<file path="src/rtl/wb_arb_pkg.sv">
// rtl/wb_arb_pkg.sv - shared state encodings and grant constants for the Wishbone round-robin arbiter
package wb_arb_pkg;

    typedef enum logic [1:0] {
        ARB_IDLE = 2'd0,
        ARB_GNT0 = 2'd1,
        ARB_GNT1 = 2'd2
    } arb_state_e;

    localparam logic [1:0] GNT_NONE = 2'b00;
    localparam logic [1:0] GNT_M0   = 2'b01;
    localparam logic [1:0] GNT_M1   = 2'b10;

endpackage

</file>
<file path="src/rtl/wb_arb_watchdog.sv">
// rtl/wb_arb_watchdog.sv - stalled-strobe counter; pulses expire_o on the TIMEOUT_CYCLES-th stalled cycle
module wb_arb_watchdog
#(
    parameter int TIMEOUT_CYCLES = 16
) (
    input  logic clk_i,
    input  logic rst_i,
    input  logic stall_i,
    input  logic clear_i,
    output logic expire_o
);

    localparam int CNT_W = (TIMEOUT_CYCLES > 2) ? $clog2(TIMEOUT_CYCLES) : 1;

    logic [CNT_W-1:0] count_q;
    logic [CNT_W-1:0] count_d;

    assign expire_o = stall_i && (count_q == CNT_W'(TIMEOUT_CYCLES - 1));

    always_comb begin
        count_d = count_q;
        if (clear_i || expire_o) begin
            count_d = '0;
        end else if (stall_i) begin
            count_d = count_q + 1'b1;
        end
    end

    always_ff @(posedge clk_i or posedge rst_i) begin
        if (rst_i) begin
            count_q <= '0;
        end else begin
            count_q <= count_d;
        end
    end

endmodule

</file>
<file path="src/rtl/wb_rr_arbiter.sv">
// rtl/wb_rr_arbiter.sv - two-master round-robin Wishbone arbiter, grant held per cyc burst
// Optional stalled-slave watchdog enabled by defining WB_ARB_TIMEOUT_EN.
module wb_rr_arbiter
    import wb_arb_pkg::*;
#(
    parameter int WB_DATA_WIDTH  = 32,
    parameter int WB_ADDR_WIDTH  = 11,
    parameter int GRANULARITY    = 8,
    parameter int TIMEOUT_CYCLES = 16
) (
    input  logic                                   clk_i,
    input  logic                                   rst_i,
    input  logic [WB_ADDR_WIDTH-1:0]               m0_adr_i,
    input  logic [WB_DATA_WIDTH-1:0]               m0_dat_i,
    output logic [WB_DATA_WIDTH-1:0]               m0_dat_o,
    input  logic [WB_DATA_WIDTH/GRANULARITY-1:0]   m0_sel_i,
    input  logic                                   m0_we_i,
    input  logic                                   m0_cyc_i,
    input  logic                                   m0_stb_i,
    output logic                                   m0_ack_o,
    output logic                                   m0_err_o,
    input  logic [WB_ADDR_WIDTH-1:0]               m1_adr_i,
    input  logic [WB_DATA_WIDTH-1:0]               m1_dat_i,
    output logic [WB_DATA_WIDTH-1:0]               m1_dat_o,
    input  logic [WB_DATA_WIDTH/GRANULARITY-1:0]   m1_sel_i,
    input  logic                                   m1_we_i,
    input  logic                                   m1_cyc_i,
    input  logic                                   m1_stb_i,
    output logic                                   m1_ack_o,
    output logic                                   m1_err_o,
    output logic [WB_ADDR_WIDTH-1:0]               s_adr_o,
    output logic [WB_DATA_WIDTH-1:0]               s_dat_o,
    output logic [WB_DATA_WIDTH/GRANULARITY-1:0]   s_sel_o,
    output logic                                   s_we_o,
    output logic                                   s_cyc_o,
    output logic                                   s_stb_o,
    input  logic [WB_DATA_WIDTH-1:0]               s_dat_i,
    input  logic                                   s_ack_i,
    input  logic                                   s_err_i,
    output logic [1:0]                             gnt_o
);

    arb_state_e state_q;
    arb_state_e state_d;
    logic       last_q;
    logic       last_d;
    logic       stb_raw;
    logic       wd_expire;

    assign m0_dat_o = s_dat_i;
    assign m1_dat_o = s_dat_i;

    // Round-robin: on a tie the master that was not granted last wins (last_q=1 means m1).
    always_comb begin
        state_d = state_q;
        last_d  = last_q;
        unique case (state_q)
            ARB_IDLE: begin
                if (m0_cyc_i && (!m1_cyc_i || last_q)) begin
                    state_d = ARB_GNT0;
                end else if (m1_cyc_i) begin
                    state_d = ARB_GNT1;
                end
            end
            ARB_GNT0: begin
                if (!m0_cyc_i) begin
                    state_d = m1_cyc_i ? ARB_GNT1 : ARB_IDLE;
                end
            end
            ARB_GNT1: begin
                if (!m1_cyc_i) begin
                    state_d = m0_cyc_i ? ARB_GNT0 : ARB_IDLE;
                end
            end
            default: state_d = ARB_IDLE;
        endcase
        if (wd_expire) begin
            state_d = ARB_IDLE;
        end
        if (state_d == ARB_GNT0 && state_q != ARB_GNT0) begin
            last_d = 1'b0;
        end else if (state_d == ARB_GNT1 && state_q != ARB_GNT1) begin
            last_d = 1'b1;
        end
    end

    always_ff @(posedge clk_i or posedge rst_i) begin
        if (rst_i) begin
            state_q <= ARB_IDLE;
            last_q  <= 1'b1;
        end else begin
            state_q <= state_d;
            last_q  <= last_d;
        end
    end

    always_comb begin
        s_adr_o  = '0;
        s_dat_o  = '0;
        s_sel_o  = '0;
        s_we_o   = 1'b0;
        s_cyc_o  = 1'b0;
        stb_raw  = 1'b0;
        m0_ack_o = 1'b0;
        m0_err_o = 1'b0;
        m1_ack_o = 1'b0;
        m1_err_o = 1'b0;
        gnt_o    = GNT_NONE;
        unique case (state_q)
            ARB_GNT0: begin
                s_adr_o  = m0_adr_i;
                s_dat_o  = m0_dat_i;
                s_sel_o  = m0_sel_i;
                s_we_o   = m0_we_i;
                s_cyc_o  = m0_cyc_i;
                stb_raw  = m0_stb_i;
                m0_ack_o = s_ack_i;
                m0_err_o = s_err_i || wd_expire;
                gnt_o    = GNT_M0;
            end
            ARB_GNT1: begin
                s_adr_o  = m1_adr_i;
                s_dat_o  = m1_dat_i;
                s_sel_o  = m1_sel_i;
                s_we_o   = m1_we_i;
                s_cyc_o  = m1_cyc_i;
                stb_raw  = m1_stb_i;
                m1_ack_o = s_ack_i;
                m1_err_o = s_err_i || wd_expire;
                gnt_o    = GNT_M1;
            end
            default: ;
        endcase
        // On expiry the bus cycle is withdrawn in the same clock the error is reported.
        if (wd_expire) begin
            s_cyc_o = 1'b0;
        end
    end

    assign s_stb_o = stb_raw && !wd_expire;

`ifdef WB_ARB_TIMEOUT_EN
    wb_arb_watchdog #(
        .TIMEOUT_CYCLES (TIMEOUT_CYCLES)
    ) u_watchdog (
        .clk_i    (clk_i),
        .rst_i    (rst_i),
        .stall_i  (stb_raw && !s_ack_i && !s_err_i),
        .clear_i  (s_ack_i || s_err_i || (state_d != state_q)),
        .expire_o (wd_expire)
    );
`else
    logic unused_timeout;
    assign unused_timeout = |TIMEOUT_CYCLES;
    assign wd_expire      = 1'b0;
`endif

endmodule

</file>
<file path="config.mk">
export PLATFORM = sky130hd
export DESIGN_NAME = wb_rr_arbiter
export DESIGN_NICKNAME = d
export VERILOG_FILES = /design/src/rtl/wb_arb_pkg.sv /design/src/rtl/wb_arb_watchdog.sv /design/src/rtl/wb_rr_arbiter.sv
export SDC_FILE = /design/constraint.sdc
export NUM_CORES = 1
export LEC_CHECK = 0
export ABC_CLOCK_PERIOD_IN_PS = 2700
export BUFFER_PORTS_ARGS = -buffer_cell sky130_fd_sc_hd__buf_2
export CORE_AREA = 4 4 98 100
export CTS_CLUSTER_SIZE = 12
export DETAILED_ROUTE_END_ITERATION = 10
export DIE_AREA = 0 0 102 104
export GPL_TIMING_DRIVEN = 1
export PLACE_DENSITY = 0.67
export SLEW_MARGIN = 20
export SYNTH_ARGS = -nofsm -noshare
export SYNTH_HDL_FRONTEND = slang
export SYNTH_SLANG_ARGS = --single-unit
</file>
<file path="constraint.sdc">
create_clock -name clk_i -period 2.7 [get_ports clk_i]
set_input_delay 0.405 -clock clk_i [delete_from_list [all_inputs] [get_ports clk_i]]
set_output_delay 0.405 -clock clk_i [all_outputs]
set_load 0.01 [all_outputs]
</file>
==> flow_summary.yaml <==
cts:
  tritoncts_clock_tree: "built"
  cts_made_buffers: 3
  cts.sinks: 3
  worstSkewPairLatency_ps: 210
  cts_htree_levels: 1
  cts.repair.resized: 0
  cts_root_buffer: "sky130_fd_sc_hd__clkbuf_8"
  ctsLongestPathBuffers: 2
  postCtsSetupRepairBufs: 0
  cts.clk_slew.worst_paths_ps: 30
  post_cts_hold_buffer_count: 0
floorplan:
  io_pins: 256
  dieHeight_um: 104
  start_util_pct: 17.8
  core-area_um2: 8680
  row_count: 34
  die_w_um: 102
  die_area_um2: 10600
setup_path:
  worst-endpoint-arrival_ps: 1980
  timing.reg2reg.worst_path_depth: 7
  cp-end-kind: "primary output"
  critical_path.reg2reg.startpoint: "state_q[0]"
  critical_path_required_ps: 2300
  reg2reg_to: "last_q"
  cp_max_fo: 30
  worstSetupPathType: "reg -> out"
  timing.critical_path.from_type: "flip-flop"
  ff2ff_setup_slack_ps: 650
sta:
  report.final.slew_viol_count: 0
  final.setup_skew_ps: 0.133
  relSlewSlack_pct: 64.4
  timing.setup.tns_ps: 0
  worst-slew-pin-transition_ps: 534
  finalCriticalPeriod_ps: 2390
  rsz0062_at_grt: "false"
  max_freq_mhz: 419
  final_hold_viols: 0
  period_utilisation_layout_pct: 88.4
  setup_viol: 0
yosys:
  synth.lib_cells_used.distinct: 22
  postSynthNetCount: 356
  synthesis.instances: 214
  synth.yosys.seq_area_share_pct: 4.93
  post_synth.cell_area_avg_um2: 7.24
  synthesis.yosys.warnings: 0
  ys_seq_elements: 3
  syn_area_um2: 1550
cells_and_area:
  area_growth_syn_to_layout_pct: 31.3
  final_cell_mix: "159 x sky130_fd_sc_hd__buf_2, 49 x sky130_fd_sc_hd__a22oi_1, 49 x sky130_fd_sc_hd__nor2b_1"
  nNetsFinal: 444
  mostFrequentLayoutCell: "sky130_fd_sc_hd__buf_2"
  diodes: 0
  drive_above_1_share_pct: 56.1
  number_of_fill_cells_in_the_layout: 959
  final_util_pct: 23.4
power_and_ir_drop:
  power_leakage_nw: 1.08
  ir_worst_vdd_uv: 267
  power_mw: 1.83
  powerDensity_nw_per_um2: 902
drt:
  wire_per_inst_um: 13.0
  vias: 1773
  vias_per_cell: 4.33
  drt_pre_antenna_iters: 4
  drtIter0Drc: 62
  route.final.wire_length_um: 5310
  antenna_violating_nets_post_route: 0
  drc: 0
job:
  cap_violations: 0
status:
  run_status: "completed"
grt:
  grt_use_total_pct: 9.07
  grt_start_max_net_pins: 33
  antenna_found_initial: 0
  gr-total-overflow: 0
  grt_pass1_vias: 1831
  grt_first_pass_wirelength_um: 8070
placement:
  final_wtd_congestion: 0.742
  port_buffers: 159
  dp_hpwl_um: 4370
min_path:
  hold_path_class: "in -> async"
-- cells in the mapped netlist --
cell	instances	area, µm²
sky130_fd_sc_hd__buf_2	3	15.0
sky130_fd_sc_hd__nor2b_1	49	307
sky130_fd_sc_hd__o221a_1	1	11.3
sky130_fd_sc_hd__a31oi_1	2	12.5
sky130_fd_sc_hd__a21bo_1	1	10.0
sky130_fd_sc_hd__a22oi_1	49	368
sky130_fd_sc_hd__and3b_1	1	8.76
sky130_fd_sc_hd__o21bai_1	1	7.51
sky130_fd_sc_hd__buf_6	1	11.3
sky130_fd_sc_hd__dfrtp_1	2	50.1
sky130_fd_sc_hd__a22o_1	2	17.5
sky130_fd_sc_hd__buf_4	64	480
sky130_fd_sc_hd__a21oi_1	1	5.00
sky130_fd_sc_hd__a21o_1	1	7.51
sky130_fd_sc_hd__a32oi_1	2	17.5
sky130_fd_sc_hd__nand2_1	2	7.51
sky130_fd_sc_hd__clkbuf_1	12	45.0
sky130_fd_sc_hd__and2_1	5	31.3
sky130_fd_sc_hd__ha_1	6	75.1
sky130_fd_sc_hd__dfstp_2	1	26.3
sky130_fd_sc_hd__inv_1	7	26.3
sky130_fd_sc_hd__a31o_1	1	8.76
-- per-stage QoR --
step	setup slack, ps	hold slack, ps	area (µm²)	std cells
6_report	314	48.8	2030	409
5_1_grt	154	62.8	2030	409
4_1_cts	287	50.1	2030	409
3_5_place_dp	537	273	1990	405
3_3_place_gp	600	270	1990	405
2_1_floorplan	802	158	1550	214
-- critical path, cell delays in order, from the launching register on --
cell	delay (ps)
sky130_fd_sc_hd__dfrtp_1	450
sky130_fd_sc_hd__inv_1	130
sky130_fd_sc_hd__ha_2	530
sky130_fd_sc_hd__buf_12	250
sky130_fd_sc_hd__a22oi_1	100
sky130_fd_sc_hd__nor2b_1	140
sky130_fd_sc_hd__buf_2	150
-- cells by family after synthesis --
group | share of synthesized area [%]
DFF | 4.93
and+or+nand+nor | 22.9
AOI/OAI and AO/OA | 30.0
adders and majority gates | 4.85
buffers and inverters | 37.3
-- where the power goes --
group,internal [mW],total (mW),switching (mW)
logic,0.768,1.61,0.840
clock network,0.100,0.126,0.0259
registers,0.0712,0.0999,0.0287
total,0.939,1.83,0.895
-- layer usage --
metal	up-vias	GRT usage, %	routed length, µm
li1	851	-	-
met1	785	8.52	1710
met2	114	18.2	2770
met3	23	2.01	666
met4	0	3.47	164
met5	-	0	0
-- registers in the layout, summed over array words and instances (netlist names) --
name     flops
last_q       1
state_q      2
-- how the worst max path moves through the flow --
stage,from,to,slack [ps]
final,state_q[1],s_adr_o[3],310
after global routing,state_q[1],s_adr_o[3],150
after CTS,state_q[1],s_adr_o[3],290
after detailed placement,state_q[1],s_adr_o[3],540
after global placement,state_q[1],s_adr_o[3],600
after floorplan,state_q[0],s_dat_o[10],800
-- final cells by class --
cell class | count | area (µm²) | share of cell area [%]
multi-input cells | 124 | 900 | 44.2
repair buffers | 163 | 851 | 41.8
well taps | 108 | 135 | 6.65
flip-flops and latches | 3 | 76.3 | 3.75
clock buffers | 4 | 45.0 | 2.22
inverters | 7 | 26.3 | 1.29
Note: power is estimated with default switching activity, not from simulation.
